File: config.mk
export PLATFORM = sky130hd
export DESIGN_NAME = idss_ctrl_flat
export DESIGN_NICKNAME = d
export VERILOG_FILES = /design/src/rtl/idss_ctrl_pkg.sv /design/src/rtl/idss_ctrl_if.sv /design/src/rtl/idss_wrap_cnt.sv /design/src/rtl/idss_ctrl.sv /design/src/flat_wrapper.sv
export SDC_FILE = /design/constraint.sdc
export NUM_CORES = 1
export LEC_CHECK = 0
export ABC_CLOCK_PERIOD_IN_PS = 2100
export CORE_MARGIN = 4
export CORE_UTILIZATION = 40
export DETAILED_ROUTE_END_ITERATION = 16
export SLEW_MARGIN = 25
export SYNTH_ARGS = -nofsm -noshare
export SYNTH_HDL_FRONTEND = slang
export SYNTH_SLANG_ARGS = --single-unit
File: constraint.sdc
create_clock -name clk -period 2.1 [get_ports clk]
set_clock_uncertainty 0.1 [all_clocks]
set_input_delay 0.63 -clock clk [delete_from_list [all_inputs] [get_ports clk]]
set_output_delay 0.63 -clock clk [all_outputs]
set_load 0.005 [all_outputs]
File: src/rtl/idss_ctrl_pkg.sv
// Shared types and constants for the IDSS sequencer.
// State encoding, CSS count and kernel geometry.
package idss_pkg;

  typedef enum logic [2:0] {
    S_IDLE,
    S_LOAD,
    S_SHIFT,
    S_WINDOW,
    S_DONE
  } idss_ctrl_state_t;

  localparam int NB_CSS      = 4;
  localparam int KERNEL_SIZE = 3;
  localparam int LE_SEL_W    = 2;

endpackage

File: src/rtl/idss_ctrl_if.sv
// Control/handshake bundle between IDSS sequencer and its neighbours.
// master = sequencer side, slave = upstream/PE side.
interface idss_ctrl_if
  import idss_pkg::*;
#(
  parameter int FEATURE_MAP_WIDTH  = 1024,
  parameter int FEATURE_MAP_HEIGHT = 1024,
  parameter int INPUT_NB_CHANNELS  = 64
);
  localparam int XW = $clog2(FEATURE_MAP_WIDTH);
  localparam int YW = $clog2(FEATURE_MAP_HEIGHT);
  localparam int GW = $clog2(INPUT_NB_CHANNELS / NB_CSS) + 1;

  logic                start;
  logic                busy;
  logic                done;
  logic                in_valid;
  logic                in_ready;
  logic                le_en;
  logic [LE_SEL_W-1:0] le_select;
  logic                shift;
  logic                win_valid;
  logic                win_ready;
  logic [XW-1:0]       win_x;
  logic [YW-1:0]       win_y;
  logic [GW-1:0]       win_cg;
`ifdef IDSS_CTRL_STALL_CNT_EN
  logic [31:0]         stall_cycles;
`endif

  modport master (
    input  start, in_valid, win_ready,
    output busy, done, in_ready, le_en, le_select,
    output shift, win_valid, win_x, win_y, win_cg
`ifdef IDSS_CTRL_STALL_CNT_EN
    , output stall_cycles
`endif
  );

  modport slave (
    output start, in_valid, win_ready,
    input  busy, done, in_ready, le_en, le_select,
    input  shift, win_valid, win_x, win_y, win_cg
`ifdef IDSS_CTRL_STALL_CNT_EN
    , input stall_cycles
`endif
  );

endinterface

File: src/rtl/idss_wrap_cnt.sv
// Up-counter with clear and enable; wraps to 0 after MAX.
// wrap_o flags the terminal count so callers can chain counters.
module idss_wrap_cnt #(
  parameter int WIDTH = 2,
  parameter int MAX   = 3
) (
  input  logic             clk,
  input  logic             arst_n_in,
  input  logic             clr_i,
  input  logic             inc_i,
  output logic [WIDTH-1:0] cnt_o,
  output logic             wrap_o
);
  logic [WIDTH-1:0] cnt_q, cnt_d;

  assign wrap_o = (cnt_q == WIDTH'(MAX));
  assign cnt_o  = cnt_q;

  // next count: clear wins over increment
  always_comb begin
    cnt_d = cnt_q;
    if (clr_i)
      cnt_d = '0;
    else if (inc_i)
      cnt_d = wrap_o ? '0 : cnt_q + 1'b1;
  end

  // count register
  always_ff @(posedge clk or negedge arst_n_in) begin
    if (!arst_n_in) cnt_q <= '0;
    else            cnt_q <= cnt_d;
  end

endmodule

File: src/rtl/idss_ctrl.sv
// IDSS sequencer: load 4 channels, shift, present 3x3x4 windows.
// Optional stall counter enabled by macro IDSS_CTRL_STALL_CNT_EN.
module idss_ctrl
  import idss_pkg::*;
#(
  parameter int FEATURE_MAP_WIDTH  = 1024,
  parameter int FEATURE_MAP_HEIGHT = 1024,
  parameter int INPUT_NB_CHANNELS  = 64
) (
  input logic         clk,
  input logic         arst_n_in,
  idss_ctrl_if.master bus
);
  localparam int G  = INPUT_NB_CHANNELS / NB_CSS;
  localparam int XW = $clog2(FEATURE_MAP_WIDTH);
  localparam int YW = $clog2(FEATURE_MAP_HEIGHT);
  localparam int GW = $clog2(G) + 1;
  localparam int CW = $clog2(FEATURE_MAP_WIDTH + 1);

  idss_ctrl_state_t state_q;

  logic                busy_q, done_q, in_ready_q;
  logic                shift_q, win_valid_q;
  logic [XW-1:0]       win_x_q;
  logic [YW-1:0]       win_y_q;
  logic [GW-1:0]       win_cg_q;

  logic [LE_SEL_W-1:0] ch_q;
  logic [CW-1:0]       col_q;
  logic [YW-1:0]       y_q;
  logic [GW-1:0]       cg_q;
  logic                ch_wrap, col_wrap, y_wrap, cg_wrap;

  logic idle_clr, le_en, win_acc, strip_end;

  assign idle_clr  = (state_q == S_IDLE);
  assign le_en     = bus.in_valid & in_ready_q;
  assign win_acc   = win_valid_q & bus.win_ready;
  assign strip_end = win_acc & col_wrap;

  idss_wrap_cnt #(.WIDTH(LE_SEL_W), .MAX(NB_CSS - 1)) u_ch (
    .clk(clk), .arst_n_in(arst_n_in),
    .clr_i(idle_clr), .inc_i(le_en),
    .cnt_o(ch_q), .wrap_o(ch_wrap)
  );

  idss_wrap_cnt #(.WIDTH(CW), .MAX(FEATURE_MAP_WIDTH)) u_col (
    .clk(clk), .arst_n_in(arst_n_in),
    .clr_i(idle_clr | strip_end),
    .inc_i(state_q == S_SHIFT),
    .cnt_o(col_q), .wrap_o(col_wrap)
  );

  idss_wrap_cnt #(.WIDTH(YW), .MAX(FEATURE_MAP_HEIGHT - KERNEL_SIZE)) u_y (
    .clk(clk), .arst_n_in(arst_n_in),
    .clr_i(idle_clr), .inc_i(strip_end),
    .cnt_o(y_q), .wrap_o(y_wrap)
  );

  idss_wrap_cnt #(.WIDTH(GW), .MAX(G - 1)) u_cg (
    .clk(clk), .arst_n_in(arst_n_in),
    .clr_i(idle_clr), .inc_i(strip_end & y_wrap),
    .cnt_o(cg_q), .wrap_o(cg_wrap)
  );

  // sequencer FSM with registered Moore outputs
  always_ff @(posedge clk or negedge arst_n_in) begin
    if (!arst_n_in) begin
      state_q     <= S_IDLE;
      busy_q      <= 1'b0;
      done_q      <= 1'b0;
      in_ready_q  <= 1'b0;
      shift_q     <= 1'b0;
      win_valid_q <= 1'b0;
      win_x_q     <= '0;
      win_y_q     <= '0;
      win_cg_q    <= '0;
    end else begin
      done_q <= 1'b0;
      unique case (state_q)
        S_IDLE: begin
          win_x_q  <= '0;
          win_y_q  <= '0;
          win_cg_q <= '0;
          if (bus.start) begin
            state_q    <= S_LOAD;
            busy_q     <= 1'b1;
            in_ready_q <= 1'b1;
          end
        end
        S_LOAD: begin
          if (bus.in_valid && ch_wrap) begin
            state_q    <= S_SHIFT;
            in_ready_q <= 1'b0;
            shift_q    <= 1'b1;
          end
        end
        S_SHIFT: begin
          shift_q <= 1'b0;
          if (col_q >= CW'(KERNEL_SIZE - 1)) begin
            state_q     <= S_WINDOW;
            win_valid_q <= 1'b1;
            win_x_q     <= XW'(col_q - CW'(KERNEL_SIZE - 1));
            win_y_q     <= y_q;
            win_cg_q    <= cg_q;
          end else begin
            state_q    <= S_LOAD;
            in_ready_q <= 1'b1;
          end
        end
        S_WINDOW: begin
          if (bus.win_ready) begin
            win_valid_q <= 1'b0;
            if (col_wrap && y_wrap && cg_wrap) begin
              state_q <= S_DONE;
              done_q  <= 1'b1;
            end else begin
              state_q    <= S_LOAD;
              in_ready_q <= 1'b1;
            end
          end
        end
        S_DONE: begin
          state_q <= S_IDLE;
          busy_q  <= 1'b0;
        end
        default: state_q <= S_IDLE;
      endcase
    end
  end

  assign bus.busy      = busy_q;
  assign bus.done      = done_q;
  assign bus.in_ready  = in_ready_q;
  assign bus.le_en     = le_en;
  assign bus.le_select = ch_q;
  assign bus.shift     = shift_q;
  assign bus.win_valid = win_valid_q;
  assign bus.win_x     = win_x_q;
  assign bus.win_y     = win_y_q;
  assign bus.win_cg    = win_cg_q;

`ifdef IDSS_CTRL_STALL_CNT_EN
  logic [31:0] stall_q;
  logic        stall_ev;

  assign stall_ev = ((state_q == S_LOAD) & ~bus.in_valid) |
                    ((state_q == S_WINDOW) & ~bus.win_ready);

  // saturating stall counter, cleared when a pass starts
  always_ff @(posedge clk or negedge arst_n_in) begin
    if (!arst_n_in)
      stall_q <= '0;
    else if (idle_clr && bus.start)
      stall_q <= '0;
    else if (stall_ev && (stall_q != '1))
      stall_q <= stall_q + 1'b1;
  end

  assign bus.stall_cycles = stall_q;
`endif

endmodule

File: src/flat_wrapper.sv
// flat-port wrapper written by rule: the top's interface ports become plain ports
module idss_ctrl_flat import idss_pkg::*;
#(
  parameter int FEATURE_MAP_WIDTH  = 1024,
  parameter int FEATURE_MAP_HEIGHT = 1024,
  parameter int INPUT_NB_CHANNELS  = 64
)
  (clk, arst_n_in, bus_start, bus_in_valid, bus_win_ready, bus_busy, bus_done, bus_in_ready, bus_le_en, bus_le_select, bus_shift, bus_win_valid, bus_win_x, bus_win_y, bus_win_cg);
  idss_ctrl_if #(.FEATURE_MAP_WIDTH(FEATURE_MAP_WIDTH), .FEATURE_MAP_HEIGHT(FEATURE_MAP_HEIGHT), .INPUT_NB_CHANNELS(INPUT_NB_CHANNELS)) bus_i ();
  input logic clk;
  input logic arst_n_in;
  input wire logic [$bits(bus_i.start)-1:0] bus_start;
  input wire logic [$bits(bus_i.in_valid)-1:0] bus_in_valid;
  input wire logic [$bits(bus_i.win_ready)-1:0] bus_win_ready;
  output wire logic [$bits(bus_i.busy)-1:0] bus_busy;
  output wire logic [$bits(bus_i.done)-1:0] bus_done;
  output wire logic [$bits(bus_i.in_ready)-1:0] bus_in_ready;
  output wire logic [$bits(bus_i.le_en)-1:0] bus_le_en;
  output wire logic [$bits(bus_i.le_select)-1:0] bus_le_select;
  output wire logic [$bits(bus_i.shift)-1:0] bus_shift;
  output wire logic [$bits(bus_i.win_valid)-1:0] bus_win_valid;
  output wire logic [$bits(bus_i.win_x)-1:0] bus_win_x;
  output wire logic [$bits(bus_i.win_y)-1:0] bus_win_y;
  output wire logic [$bits(bus_i.win_cg)-1:0] bus_win_cg;
  assign bus_i.start = bus_start;
  assign bus_i.in_valid = bus_in_valid;
  assign bus_i.win_ready = bus_win_ready;
  assign bus_busy = bus_i.busy;
  assign bus_done = bus_i.done;
  assign bus_in_ready = bus_i.in_ready;
  assign bus_le_en = bus_i.le_en;
  assign bus_le_select = bus_i.le_select;
  assign bus_shift = bus_i.shift;
  assign bus_win_valid = bus_i.win_valid;
  assign bus_win_x = bus_i.win_x;
  assign bus_win_y = bus_i.win_y;
  assign bus_win_cg = bus_i.win_cg;
  idss_ctrl #(.FEATURE_MAP_WIDTH(FEATURE_MAP_WIDTH), .FEATURE_MAP_HEIGHT(FEATURE_MAP_HEIGHT), .INPUT_NB_CHANNELS(INPUT_NB_CHANNELS)) u_core (.clk(clk), .arst_n_in(arst_n_in), .bus(bus_i));
endmodule
==> impl_metrics.toml, run 1 <==
[place]
hpwl_um = 5170
port_buffers = 37
gp_congestion = 0.838

[clock_tree]
clk_pin_slew_worst_paths_ns = 0.08
cts_made_buffers = 9
root_buffer = "clkbuf_8"
clk_latency_ns = 0.35
hold_buffers = 0
cts_tree = "done"
cts.sinks = 61
cts_max_path_buffers = 2
htree_levels = 3

[route]
antenna_left = 0
routedWlPerCell_um = 15.7
drc = 0
dr.pass1.iters = 4
routed_via_density = 5.28
drt_iter0_markers = 105
vias = 2784
drt-total-wl_um = 8280

[timing]
slew-limit-headroom = 0.646
setup_tns_ns = -0.364
setup_ws_ns = -0.0910
slew_viol_final = 0
tightest_slew_ns = 0.526
hold_viol = 0
min_period_over_period = 1.04
rsz0062_at_grt = "yes"
setup_violations = 10
layout_min_cycle_time_ns = 2.19
max_freq_mhz = 456

[critical_path]
cp-start-kind = "flop"
r2r-end = "u_core.u_y.cnt_o[6]"
cpMostUsedCell = "buf_6"
cp_slowest_cell = "or4bb_4"
critPathMaxFanout = 8
critPathBufInv = 3
rr_startpoint = "u_core.u_col.cnt_o[1]"
worst_ep_arrival_time_ns = 2.32
required_ns = 2.23
ff2ff_path_depth = 9
path_cells = "inv_2 -> ha_4 -> or4bb_4 -> buf_6 -> nor4_4 -> buf_6 -> nand4_1 -> xor2_1 -> nor2_1"
critical_path.top_delay_family = "simple AND/OR/NAND/NOR gates"
max_stage_delay_ns = 0.48
crit_type = "reg -> reg"
r2r_slack_ns = -0.09
critPathCaptureType = "flop"

[cells_and_area]
fin_nets = 437
multiInputGateArea_sq_um = 1740
final_cell_mix = "nand2_1 (60), dfrtp_1 (60), buf_4 (41), clkdlybuf4s50_1 (34), nor2_1 (25)"
drive_above_1_share = 0.297
fill_cells = 633
final_core_util = 0.614
diodes = 0
seq_area_sq_um = 1530
syn_to_final_growth_pct = 45.4

[status]
status = "complete, but fails checks"
violations = "setup timing"

[synth]
synthCells = 345
yosysSeqAreaShare = 0.488
ys_types = 44
syn_nets = 359
syn_avg_cell_area_sq_um = 9.07
async_reset_ff_frac = 1.00
synth_warnings = 0
synth_compound_area_frac = 0.152
synthAdderAreaFrac = 0.0360
synth_xor_area_frac = 0.0336
synth_top_family_by_area = "simple AND/OR/NAND/NOR gates"
synthFlopType = "dfrtp_1"
synthSimpleGateAreaFrac = 0.237
synth_area_sq_um = 3130
synth_mux_area_frac = 0.00640
synth_edf_count = 0
ys_seq_elements = 61

[global_route]
grt.overflow.total = 0
antenna_found_initial = 0
track_usage = 0.188
grt_pass1_wl_um = 13100
grt_pass1_vias = 2627
grt_max_degree = 62

[pwr]
cellPowerDensity_nw_per_um2 = 1060
irDropWorstVdd_mv = 0.484
leakagePower_nw = 1.91

[floorplanning]
ioPinCount = 38
core-area_sq_um = 7410
dieArea_sq_um = 9300
fp.dieH_um = 96.4
rows = 31
die_width_um = 96.4
initial_core_util = 0.422

[run]
max-cap-violations = 0

[worst_hold_path]
hp-class = "in -> async"
==> what timing repair did <==
action                     CTS  global route
setup endpoints to repair   56            54
buffers inserted             2             7
resized for setup           35            37
cloned                       0             4
pin swaps                   12            16
==> kinds of logic after synthesis <==
family	count (synthesis)
AND/OR/NAND/NOR	149
AO/OA/AOI/OAI	78
flip-flops	61
buffers and inverters	34
XOR/XNOR	12
adder cells (fa/ha/maj)	9
multiplexers	2
==> sequential cells by signal, indices dropped and copies added, names as in the netlist <==
name,flops
u_core.state_q,3
u_core.bus.win_y,10
u_core.u_y.cnt_o,10
u_core.bus.in_ready,1
u_core.bus.win_x,10
u_core.bus.win_valid,1
u_core.u_ch.cnt_o,2
u_core.bus.busy,1
u_core.u_cg.cnt_o,5
u_core.bus.done,1
u_core.bus.win_cg,5
u_core.u_col.cnt_o,11
u_core.bus.shift,1
==> layout make-up <==
class,count,area share
repair buffers,91,0.190
clock inverters,4,0.0209
clock buffers,12,0.0341
inverters,10,0.00825
flip-flops and latches,61,0.336
multi-input cells,250,0.383
well taps,99,0.0272
==> metal layers <==
| metal | up-vias | share of wire | global-route usage |
|---|---|---|---|
| met1 | 1351 | 0.47 | 0.264 |
| met2 | 53 | 0.47 | 0.274 |
| li1 | 1372 | - | - |
| met5 | - | 0 | 0 |
| met3 | 8 | 0.043 | 0.0503 |
| met4 | 0 | 0.013 | 0.0748 |
==> stage by stage <==
step / power, mW / instance area (sq um) / instances / hold slack (ns) / setup slack [ns]
2_1_floorplan: 2.36 / 3130 / 345 / 0.234 / -0.0712
3_3_place_gp: 3.01 / 3860 / 499 / 0.360 / -0.374
3_5_place_dp: 3.03 / 3860 / 499 / 0.365 / -0.367
4_1_cts: 4.50 / 4270 / 517 / 0.197 / -0.0692
5_1_grt: 5.10 / 4550 / 527 / 0.198 / -0.172
6_report: 4.82 / 4550 / 527 / 0.189 / -0.0910
==> power breakdown <==
part | switching [mW] | total, mW | leakage (nW) | internal, mW
logic | 1.08 | 2.03 | 0.971 | 0.953
clock network | 0.474 | 1.33 | 0.127 | 0.852
registers | 0.117 | 1.46 | 0.814 | 1.35
==> synthesized netlist by cell type (all sizes together) (3+ instances only) <==
master,number,share of area
o2111ai,3,0.0084
clkbuf,19,0.023
ha,9,0.036
inv,10,0.012
o31ai,14,0.034
nand3,7,0.013
buf,5,0.012
xor2,6,0.017
a211oi,3,0.0072
and3,4,0.0080
nor2,31,0.038
a41oi,3,0.0084
a31oi,8,0.016
o21ai,30,0.048
nor4,5,0.015
or3,3,0.0060
or2,3,0.0060
a21oi,14,0.022
dfrtp,61,0.49
nand2,62,0.074
nor3,11,0.021
nand4,9,0.018
xnor2,6,0.017
==> how the worst max path moves through the flow <==
stage,slack [ns],start,endpoint,cells past startpoint
6_report,-0.09,u_core.u_col.cnt_o[1],u_core.u_y.cnt_o[6],9
5_1_grt,-0.17,u_core.u_col.cnt_o[1],u_core.u_y.cnt_o[6],9
4_1_cts,-0.07,u_core.u_col.cnt_o[1],u_core.u_y.cnt_o[6],9
3_5_place_dp,-0.37,bus_in_valid,bus_le_en,4
3_3_place_gp,-0.37,bus_in_valid,bus_le_en,4
2_1_floorplan,-0.07,u_core.u_col.cnt_o[1],u_core.u_y.cnt_o[1],7
Note: power is estimated with default switching activity, not from simulation.
==> inputs of run 2 (changes only) <==
Settings changed: ABC_AREA set to 1.
==> impl_metrics.toml, run 2 <==
[status]
status = "completed"

[run]
max-cap-violations = 0

[global_route]
track_usage = 0.171
grt_max_degree = 50
grt_pass1_vias = 2957
grt_pass1_wl_um = 14200
antenna_found_initial = 0
grt.overflow.total = 0

[timing]
rsz0062_at_grt = "no"
slew-limit-headroom = 0.743
slew_viol_final = 0
min_period_over_period = 0.948
max_freq_mhz = 502
hold_viol = 0
tightest_slew_ns = 0.385
setup_violations = 0
layout_min_cycle_time_ns = 1.99

[synth]
synth_area_sq_um = 3600
synthFlopType = "dfrtp_1"
synth.top_cells.by_count = "nand2_1 (119), dfrtp_1 (61), nand3_1 (49), nor2_1 (36), inv_1 (34)"
synthTopCellsByArea = "dfrtp_1 (42%), nand2_1 (12%), nand3_1 (6.8%), nand3_2 (6.1%), nor2_1 (3.8%)"
ys_seq_elements = 61
yosysSeqAreaShare = 0.424
synthCells = 441
syn_avg_cell_area_sq_um = 8.17
ys_types = 31
async_reset_ff_frac = 1.00
synth_edf_count = 0
syn_nets = 455
synth_warnings = 0
yosysTopAreaCell = "dfrtp_1"
synth_most_common_cell = "nand2_1"
synth_top_area_share = 0.424

[clock_tree]
cts_tree = "done"
cts.sinks = 61
hold_buffers = 0
clk_pin_slew_worst_paths_ns = 0.07
htree_levels = 3
cts_max_path_buffers = 2
clk_latency_ns = 0.34
root_buffer = "clkbuf_8"
cts_made_buffers = 9

[cells_and_area]
seq_area_sq_um = 1530
multiInputGateArea_sq_um = 1740
final_cell_mix = "nand2_1 (118), dfrtp_1 (61), nand3_1 (49), nor2_1 (36), clkdlybuf4s50_1 (34)"
drive_above_1_share = 0.197
diodes = 0
fin_nets = 512
fill_cells = 866
largest_register_ffs = 11
finalInstanceArea_sq_um = 4310
layout_commonest_cell = "nand2_1"
syn_to_final_growth_pct = 19.6

[place]
gp_congestion = 0.861
port_buffers = 37
place_area_sq_um = 4070
hpwl_um = 5830

[route]
vias = 2990
dr.pass1.iters = 5
drt_iter0_markers = 85
antenna_left = 0
routed_via_density = 4.89
drt-total-wl_um = 8140
routedWlPerCell_um = 13.3
drc = 0

[critical_path]
critPathBufInv = 1
path_cells = "clkdlybuf4s50_1"
critical_path.top_delay_family = "buffers and inverters"
worst_ep_arrival_time_ns = 1.26
crit_type = "reg -> out"
critPathCaptureType = "output port"
critPathMaxFanout = 4
cp-start-kind = "flop"
max_stage_delay_ns = 0.53
cp_slowest_cell = "clkdlybuf4s50_1"
required_ns = 1.37

[pwr]
cellPowerDensity_nw_per_um2 = 1020
leakagePower_nw = 2.17
p_int_mw = 2.62
p_sw_mw = 1.79
p_clk_frac = 0.210
seq_power_share = 0.354
irDropWorstVdd_mv = 0.570
pwr-share-comb = 0.436
fin_total_pwr_mw = 4.41
p_sw_frac = 0.405

[floorplanning]
die_width_um = 103
initial_core_util = 0.413
rows = 34
fp.dieH_um = 103
ioPinCount = 38
dieArea_sq_um = 10600
core-area_sq_um = 8720

[worst_hold_path]
hp-class = "in -> async"
## run 2: cell types whose count changed after synthesis, sizes merged, moves of 4 or more
cell    change
a31oi       -8
o21ai      -11
xnor2       -5
buf        +13
nand3      +64
inv        +30
nand4       +4
nor4        -5
o31ai      -14
nand2      +65
and3        -4
clkbuf     -19
nor2       +14
## run 2: cells by family (layout without fill, tap and decap cells)
kind of cell    Yosys count  after routing  share of synthesized area
fa+ha+maj                 9              9                     0.0313
simple gates            271            271                      0.379
xor+xnor                  7              7                     0.0170
flops                    61             61                      0.424
compound gates           35             35                     0.0546
buf+inv                  58            120                     0.0942
## run 2: final cells by class
| cell class | count | area share |
|---|---|---|
| clock inverters | 7 | 0.0119 |
| repair buffers | 64 | 0.134 |
| inverters | 40 | 0.0349 |
| flip-flops and latches | 61 | 0.354 |
| well taps | 108 | 0.0314 |
| multi-input cells | 322 | 0.404 |
| clock buffers | 9 | 0.0288 |
## run 2: final timing paths
check / from / to / slack (ns) / depth (start not counted)
setup / recovery: u_core.u_ch.cnt_o[0] / bus_le_select[0] / 0.11 / 1
hold / removal: arst_n_in / u_core.bus.busy / 0.08 / 1
setup reg to reg: u_core.u_col.cnt_o[1] / u_core.bus.win_x[6] / 0.19 / 9
hold reg to reg: u_core.bus.win_x[2] / u_core.bus.win_x[2] / 0.41 / 2
max in group asynchronous: arst_n_in / u_core.u_col.cnt_o[0] / 1.24 / 2
min in group clk: u_core.bus.win_x[2] / u_core.bus.win_x[2] / 0.41 / 2
## run 2: stage by stage
stage               setup WS (ns)   util  hold WS [ns]  std cells  TNS [ns]
finish                      0.109  0.494        0.0837        611         0
CTS                       0.00617  0.492        0.0835        610         0
detailed placement         -0.369  0.467         0.387        587    -0.369
global placement           -0.365  0.467         0.392        587    -0.365
floorplan                   0.383      -         0.234        441         0
global route              0.00916  0.494        0.0884        611         0
## run 2: metal layers
layer / track usage / part of all wire
met5: 0 / 0
met4: 0.0677 / 0.013
met2: 0.260 / 0.44
met1: 0.236 / 0.49
met3: 0.0372 / 0.052
## run 2: timing repair
action                                 4_1_cts  5_1_grt
setup endpoints to repair                    1        2
pin swaps                                    1        1
setup buffers                                7        1
gates cloned                                 0        0
resized for setup                            5        3
endpoints found under the hold margin        0        0
## run 2: power groups by stage
stage          registers [mW]  clock network (mW)  logic [mW]
2_1_floorplan            1.58                   0        1.24
3_3_place_gp             1.58                   0        1.85
3_5_place_dp             1.58                   0        1.87
4_1_cts                  1.56               0.962        1.93
5_1_grt                  1.60                1.02        2.18
6_report                 1.56               0.928        1.92
==> inputs of run 3 (changes only) <==
--- a/config.mk
+++ b/config.mk
@@ -16 +16,2 @@
 export SYNTH_SLANG_ARGS = --single-unit
+export TNS_END_PERCENT = 10
--- a/constraint.sdc
+++ b/constraint.sdc
@@ -4,2 +4,2 @@
 set_output_delay 0.63 -clock clk [all_outputs]
-set_load 0.005 [all_outputs]
+set_load 0.1 [all_outputs]
==> impl_metrics.toml, run 3 (same netlist as run 2, synthesis figures left out) <==
[place]
gp_congestion = 0.918
place_area_sq_um = 4350
port_buffers = 37
dp_cells = 580
hpwl_um = 5790
pre_cts_ws_ns = -0.125

[clock_tree]
hold_buffers = 0
root_buffer = "clkbuf_8"
ctsResizeCount = 2
cts_max_path_buffers = 2
htree_levels = 3
cts_made_buffers = 9
cts.sinks = 61
clk_latency_ns = 0.34
cts_tree = "done"
cts_setup_buffers = 0
clk_pin_slew_worst_paths_ns = 0.07

[timing]
setup_tns_ns = 0
slew-limit-headroom = 0.744
min_period_over_period = 0.947
slew_viol_final = 0
rsz0062_at_grt = "yes"
worst_hold_slack_ns = 0.166
layout_min_cycle_time_ns = 1.99
max_freq_mhz = 503
setup_violations = 0
hold_viol = 0
setup_ws_ns = 0.111
tightest_slew_ns = 0.384

[route]
drt_iter0_markers = 197
vias = 3022
drc = 0
antenna_left = 0
dr.pass1.iters = 5
routed_via_density = 5.07
routedWlPerCell_um = 13.5
drt-total-wl_um = 8060

[global_route]
antenna_found_initial = 0
track_usage = 0.170
grt_max_degree = 62
grt_pass1_vias = 2938
grt.overflow.total = 0
grt_pass1_wl_um = 14100

[pwr]
leakagePower_nw = 2.26
irDropWorstVdd_mv = 0.859
fin_total_pwr_mw = 5.99
cellPowerDensity_nw_per_um2 = 1310

[cells_and_area]
diodes = 0
fin_nets = 497
finalInstanceArea_sq_um = 4580
final_core_util = 0.525
layout.cells.non_filler = 596
syn_to_final_growth_pct = 27.1
drive_above_1_share = 0.242
largest_register_ffs = 11
layout_commonest_cell = "nand2_1"
final_cell_mix = "nand2_1 (117), dfrtp_1 (60), nand3_1 (49), nor2_1 (36), buf_12 (34)"

[floorplanning]
die_width_um = 103
fp.dieH_um = 103
rows = 34
dieArea_sq_um = 10600
initial_core_util = 0.413
ioPinCount = 38
core-area_sq_um = 8720

[critical_path]
worst_ep_arrival_time_ns = 1.26
critical_path.top_delay_family = "buffers and inverters"
cp-start-kind = "primary input"
critPathCaptureType = "output port"
path_cells = "dlygate4sd2_1 -> nand2_2 -> clkinvlp_4 -> buf_12"
critPathMaxFanout = 2
critPathBufInv = 3
crit_type = "in -> out"
cp_slowest_cell = "dlygate4sd2_1"
required_ns = 1.37
rr_startpoint = "u_core.u_col.cnt_o[1]"
r2r_slack_ns = 0.17
max_stage_delay_ns = 0.25
r2r-end = "u_core.u_y.cnt_o[2]"
ff2ff_path_depth = 12

[worst_hold_path]
hp-class = "in -> async"

[status]
status = "completed"

[run]
max-cap-violations = 0
run 3: cell type report:
| cell class | count | area, sq um |
|---|---|---|
| Inverter | 40 | 154 |
| Clock inverter | 7 | 97.6 |
| Tap cell | 108 | 135 |
| Timing Repair Buffer | 49 | 797 |
| Multi-Input combinational cell | 322 | 1740 |
| Fill cell | 807 | 4150 |
| Sequential cell | 61 | 1530 |
| Clock buffer | 9 | 124 |
run 3: power by group:
part           leakage (nW)  internal [mW]  switching (mW)
registers             0.827           1.38           0.273
logic                  1.33           1.02            2.15
clock network         0.106          0.671           0.498
run 3: how the worst max path moves through the flow:
stage / start / endpoint / cells after the start
floorplan: u_core.u_ch.cnt_o[0] / u_core.bus.in_ready / 8
global placement: bus_in_valid / bus_le_en / 4
detailed placement: bus_in_valid / bus_le_en / 4
CTS: u_core.u_col.cnt_o[1] / u_core.u_cg.cnt_o[3] / 11
global route: u_core.u_col.cnt_o[1] / u_core.u_y.cnt_o[5] / 12
finish: bus_in_valid / bus_le_en / 4
run 3: routing by layer:
| layer | routed length (um) | global-route usage | part of all wire | vias up |
|---|---|---|---|---|
| met4 | 81 | 0.0697 | 0.010 | 0 |
| met3 | 521 | 0.0453 | 0.065 | 10 |
| li1 | - | - | - | 1518 |
| met5 | 0 | 0 | 0 | - |
| met1 | 3870 | 0.236 | 0.48 | 1405 |
| met2 | 3580 | 0.251 | 0.44 | 89 |
